### config.mk
export PLATFORM = sky130hd
export DESIGN_NAME = bulk_in_arbiter
export DESIGN_NICKNAME = d
export VERILOG_FILES = /design/src/rtl/bulk_in_arbiter.sv
export SDC_FILE = /design/constraint.sdc
export NUM_CORES = 1
export LEC_CHECK = 0
export ABC_AREA = 1
export CAP_MARGIN = 20
export CORE_UTILIZATION = 30
export DETAILED_ROUTE_END_ITERATION = 12
export PLACE_DENSITY = 0.63
export SLEW_MARGIN = 5
export SYNTH_ARGS = -nofsm -noshare
export SYNTH_HDL_FRONTEND = slang
export SYNTH_SLANG_ARGS = --single-unit
### constraint.sdc
create_clock -name clk_i -period 1.8 [get_ports clk_i]
set_input_delay 0.18 -clock clk_i [delete_from_list [all_inputs] [get_ports clk_i]]
set_output_delay 0.18 -clock clk_i [all_outputs]
set_load 0.05 [all_outputs]
### src/rtl/bulk_in_arbiter.sv
// -----------------------------------------------------------------------------
// bulk_in_arbiter
//
// Round-robin, packet-granular arbiter. It shares the single application IN
// byte stream of the bulk endpoint among NUM_SRC application sources. Each
// grant covers one burst of up to BURST_LEN bytes. When HEADER_EN=1, the burst
// is preceded by a one-byte tag {4'hA, source index} so that the host can
// demultiplex the stream.
//
// Parameters
//   NUM_SRC    number of requesters, 2..4
//   BURST_LEN  maximum payload bytes per grant, 1..255
//   HEADER_EN  1 = emit a tag byte before each burst
//
// Ports
//   clk_i           app clock; all state updates on its rising edge
//   rst_i           synchronous reset, active-high
//   src_data_i      source bytes; source k occupies [8k+7:8k]
//   src_valid_i     per-source valid; held with stable data until consumed
//   src_ready_o     per-source consume strobe (granted source only)
//   app_in_data_o   byte to the endpoint IN path
//   app_in_valid_o  app_in_data_o is valid
//   app_in_ready_i  endpoint accepts the byte
//   grant_o         one-hot current grant; zero while idle
//   busy_o          high while a header or burst is in progress
// -----------------------------------------------------------------------------
// state | meaning
// ------+----------------------------------------------------------------------
// IDLE  | no grant; pick next requester cyclically after the last one served
// HDR   | presenting the tag byte of the granted source
// DATA  | passing the granted source straight through to the endpoint
// -----------------------------------------------------------------------------
module bulk_in_arbiter #(
   parameter int NUM_SRC   = 2,
   parameter int BURST_LEN = 8,
   parameter int HEADER_EN = 1
) (
   input  logic                 clk_i,
   input  logic                 rst_i,
   input  logic [8*NUM_SRC-1:0] src_data_i,
   input  logic [NUM_SRC-1:0]   src_valid_i,
   output logic [NUM_SRC-1:0]   src_ready_o,
   output logic [7:0]           app_in_data_o,
   output logic                 app_in_valid_o,
   input  logic                 app_in_ready_i,
   output logic [NUM_SRC-1:0]   grant_o,
   output logic                 busy_o
);

   localparam logic [1:0] IDLE = 2'd0;
   localparam logic [1:0] HDR  = 2'd1;
   localparam logic [1:0] DATA = 2'd2;

   localparam logic [7:0] LAST_COUNT = 8'(BURST_LEN - 1);
   localparam logic [1:0] RST_LAST   = 2'(NUM_SRC - 1);

   logic [1:0] state;
   logic [1:0] last_idx;
   logic [1:0] grant_idx;
   logic [7:0] count;

   // Per-source signals widened to the maximum of four sources so that a
   // 2-bit index selects cleanly for every legal NUM_SRC.
   logic [3:0] valid_ext;
   logic [7:0] data_ext [4];
   logic [3:0] ready_ext;
   logic [3:0] grant_ext;

   logic       pick_found;
   logic [1:0] pick_idx;
   logic       gnt_valid;
   logic       gnt_hs;

   function automatic logic [1:0] wrap_idx(input int v);
      return 2'(v % NUM_SRC);
   endfunction

   always_comb begin
      valid_ext = '0;
      valid_ext[NUM_SRC-1:0] = src_valid_i;
      for (int k = 0; k < 4; k++) begin
         data_ext[k] = 8'h00;
      end
      for (int k = 0; k < NUM_SRC; k++) begin
         data_ext[k] = src_data_i[8*k +: 8];
      end
   end

   // Cyclic search starting just after the last source served.
   always_comb begin
      pick_found = 1'b0;
      pick_idx   = '0;
      for (int i = 1; i <= NUM_SRC; i++) begin
         if (!pick_found && valid_ext[wrap_idx(int'(last_idx) + i)]) begin
            pick_found = 1'b1;
            pick_idx   = wrap_idx(int'(last_idx) + i);
         end
      end
   end

   assign gnt_valid = valid_ext[grant_idx];
   assign gnt_hs    = (state == DATA) && gnt_valid && app_in_ready_i;

   always_ff @(posedge clk_i) begin
      if (rst_i) begin
         state     <= IDLE;
         last_idx  <= RST_LAST;
         grant_idx <= '0;
         count     <= '0;
      end else begin
         case (state)
            IDLE: begin
               if (pick_found) begin
                  grant_idx <= pick_idx;
                  count     <= '0;
                  state     <= (HEADER_EN != 0) ? HDR : DATA;
               end
            end
            HDR: begin
               if (app_in_ready_i) begin
                  state <= DATA;
               end
            end
            DATA: begin
               if (gnt_hs) begin
                  count <= count + 8'd1;
                  if (count == LAST_COUNT) begin
                     state    <= IDLE;
                     last_idx <= grant_idx;
                  end
               end else if (!gnt_valid && (count != 8'd0)) begin
                  // Source went idle mid-burst: close the burst early.
                  // With count==0 we keep waiting, which only happens if the
                  // source withdrew a valid it had already raised.
                  state    <= IDLE;
                  last_idx <= grant_idx;
               end
            end
            default: begin
               state <= IDLE;
            end
         endcase
      end
   end

   always_comb begin
      app_in_data_o  = 8'h00;
      app_in_valid_o = 1'b0;
      ready_ext      = '0;
      grant_ext      = '0;
      case (state)
         HDR: begin
            app_in_valid_o       = 1'b1;
            app_in_data_o        = {4'hA, 2'b00, grant_idx};
            grant_ext[grant_idx] = 1'b1;
         end
         DATA: begin
            app_in_valid_o       = gnt_valid;
            app_in_data_o        = data_ext[grant_idx];
            ready_ext[grant_idx] = app_in_ready_i;
            grant_ext[grant_idx] = 1'b1;
         end
         default: begin
         end
      endcase
   end

   assign src_ready_o = ready_ext[NUM_SRC-1:0];
   assign grant_o     = grant_ext[NUM_SRC-1:0];
   assign busy_o      = (state != IDLE);

endmodule

==> results.toml <==
[cts]
clk_latency_ns = 0.29
clk_pin_slew_ns = 0.09
clock_path_buffers = 2
cts.sinks = 12
htree_levels = 1
cts_tree = "built"
cts_root_buf = "clkbuf_4"
cts_buffers = 3

[critical_path]
worst-endpoint-arrival_ns = 1.57
end_kind = "output port"
r2r_start = "state[1]"
path_max_fanout = 5
critical_path_required_ns = 1.62
cp-start-kind = "flop"
r2r_cells = 9
r2r_slack_ns = 0.24
crit_type = "flop to output port"
r2r-end = "count[0]"

[sta]
fin_crit_sh_pct = 97.31
max_freq_mhz = 570.9
grt_setup_unrepaired = "yes"
final.setup_skew_ns = 0.008794
finalMaxSlewViolations = 0
setup_ws_ns = 0.04847
min_period_ns = 1.752
hold_viol = 0
setup_viol = 0
tightest_slew_ns = 0.2676
max_slew_margin_pct = 82.10

[global_routing]
grt_busiest_layer = "met2"
grt.total_usage_pct = 19.23
grt_pass1_vias = 1139
global_route.usage.met2_pct = 33.23
grt_antenna_before_repair = 0
use_met3_pct = 3.930
grt_pass1_wl_microns = 5078
grt_overflow_total = 0
use_met1_pct = 24.10
grt_max_degree = 11

[route]
wl_per_cell_microns = 12.16
via_per_inst = 4.741
drc = 0
num_vias = 1209
dr.pass1.iters = 4
drt_iter0_markers = 47
wl_microns = 3102
postRouteAntennaNets = 0

[synthesis]
synth_edf_count = 0
syn_area_sq_um = 988.4
synth_top_area_share_pct = 24.30
synth.avg_cell_area_sq_um = 5.919
synth_top_area_cell = "dfxtp_1"
syn_nets = 195
synthDistinctLibCells = 20
yosys_register_bits = 12
netlist_top_cells_count = "nand2_1, nor2_1, inv_1"
synthFlopType = "dfxtp_1"
ys_top_cells_by_area = "dfxtp_1, nand2_1, nor2_1"
synthArstFlopShare_pct = 0
ys_seq_area_share_pct = 24.30
yosysMostFrequentCell = "nand2_1"
synthCells = 167
yosysWarnings = 0

[finish]
layout.area.seq_sq_um = 247.7
layout-drive-gt1-share_pct = 23.70
finalNetCount = 240
final.fill_count = 307
final_cells = 255
multi_input_area_sq_um = 810.8
area_growth_pct = 79.11
diodes = 0

[floorplanning]
dieHeight_microns = 59.40
row_count = 20
die_w_microns = 59.40
core_sq_mm = 0.003078
initial_core_util_pct = 32.11
die_area_sq_mm = 0.003528
io_pins = 35

[place]
globalplace.congestion = 0.9233
place_hpwl_microns = 2355
dp_slack_ns = 0.03844
io_buffers = 34
dp.cells = 246

[pwr]
p_per_area_mw_per_mm2 = 1385
leakage_nw = 0.7774
ir_worst_vdd_uv = 651.6
power.total_mw = 2.452

[hold_path]
hp-start = "last_idx[0]"
whs_path_depth = 2
min_path_type = "flop to flop"
hold_path_end = "last_idx[0]"

[run_status]
run_status = "finished, final reports clean"

[job]
drv_cap = 0
## metal layers
layer | up-vias | wire (microns)
li1 | 622 | -
met3 | 4 | 130
met1 | 555 | 1343
met5 | - | 0
met4 | 0 | 31
met2 | 28 | 1596
## layout make-up
| class | count | area share (%) |
|---|---|---|
| timing repair buffer | 40 | 29.68 |
| multi-input combinational | 131 | 45.80 |
| clock buffer | 4 | 2.049 |
| tap | 44 | 3.110 |
| sequential | 12 | 13.99 |
| inverter | 24 | 5.371 |
## worst max-delay path: stages, from the launching register on
cell	delay (ns)
dfxtp_4	0.37
inv_4	0.05
ha_4	0.32
nand2_8	0.10
o31ai_4	0.27
buf_12	0.17
## metrics by stage
step	util [%]	TNS, ns	instance area, sq um	hold WS (ns)
after floorplan	-	0	1092	0.2491
after global placement	53.25	0	1639	0.4665
after detailed placement	53.25	0	1639	0.4891
after CTS	55.85	0	1719	0.5034
after global routing	57.52	-0.006696	1770	0.5291
final	57.52	0	1770	0.4972
## where the power goes
part / switching (mW) / leakage, nW / internal (mW) / total, mW
Sequential: 0.0411 / 0.0985 / 0.308 / 0.349
Clock: 0.102 / 0.0210 / 0.123 / 0.225
Combinational: 1.07 / 0.658 / 0.806 / 1.88
## worst max path at each step
stage / from / endpoint / cells after the start / slack [ns]
floorplan: state[0] / app_in_data_o[0] / 4 / 0.05
global placement: state[0] / app_in_data_o[0] / 5 / 0.08
detailed placement: state[0] / app_in_data_o[5] / 5 / 0.04
CTS: state[1] / app_in_data_o[0] / 7 / 0.03
global route: state[1] / app_in_data_o[5] / 6 / -0.006
finish: state[0] / app_in_data_o[5] / 5 / 0.05
## logic make-up after synthesis
kind of cell    Yosys count  share of synthesized area (%)
simple gates            106                          47.60
buf+inv                  25                          9.493
compound gates           16                          8.860
flops                    12                          24.30
fa+ha+maj                 7                          8.860
xor+xnor                  1                         0.8862
## cell usage in the layout, fill, tap and decap left out, types with 2 or more instances in the layout
| cell type | count |
|---|---|
| nand2_1 | 38 |
| nor2_1 | 38 |
| inv_1 | 20 |
| clkdlybuf4s50_1 | 20 |
| buf_12 | 14 |
| nand3_1 | 10 |
| a21oi_1 | 10 |
| dfxtp_1 | 10 |
| buf_4 | 6 |
| nor3_4 | 5 |
| nand4_1 | 5 |
| ha_1 | 5 |
| o31ai_4 | 3 |
| nand2_4 | 3 |
| clkbuf_4 | 3 |
| inv_4 | 2 |
| inv_2 | 2 |
| nand2_2 | 2 |
| nor2_2 | 2 |
| ha_4 | 2 |
| dfxtp_4 | 2 |
## registers in the layout, summed over array words and instances (netlist names)
signal     cells
last_idx       1
count          8
state          2
grant_idx      1
## what timing repair did
action / CTS / global route
pin swaps: 2 / 5
buffers inserted: 0 / 4
cloned: 1 / 0
hold buffers: 0 / 0
setup endpoints to repair: 9 / 6
resized for setup: 10 / 7
Note: power is estimated with default switching activity, not from simulation.
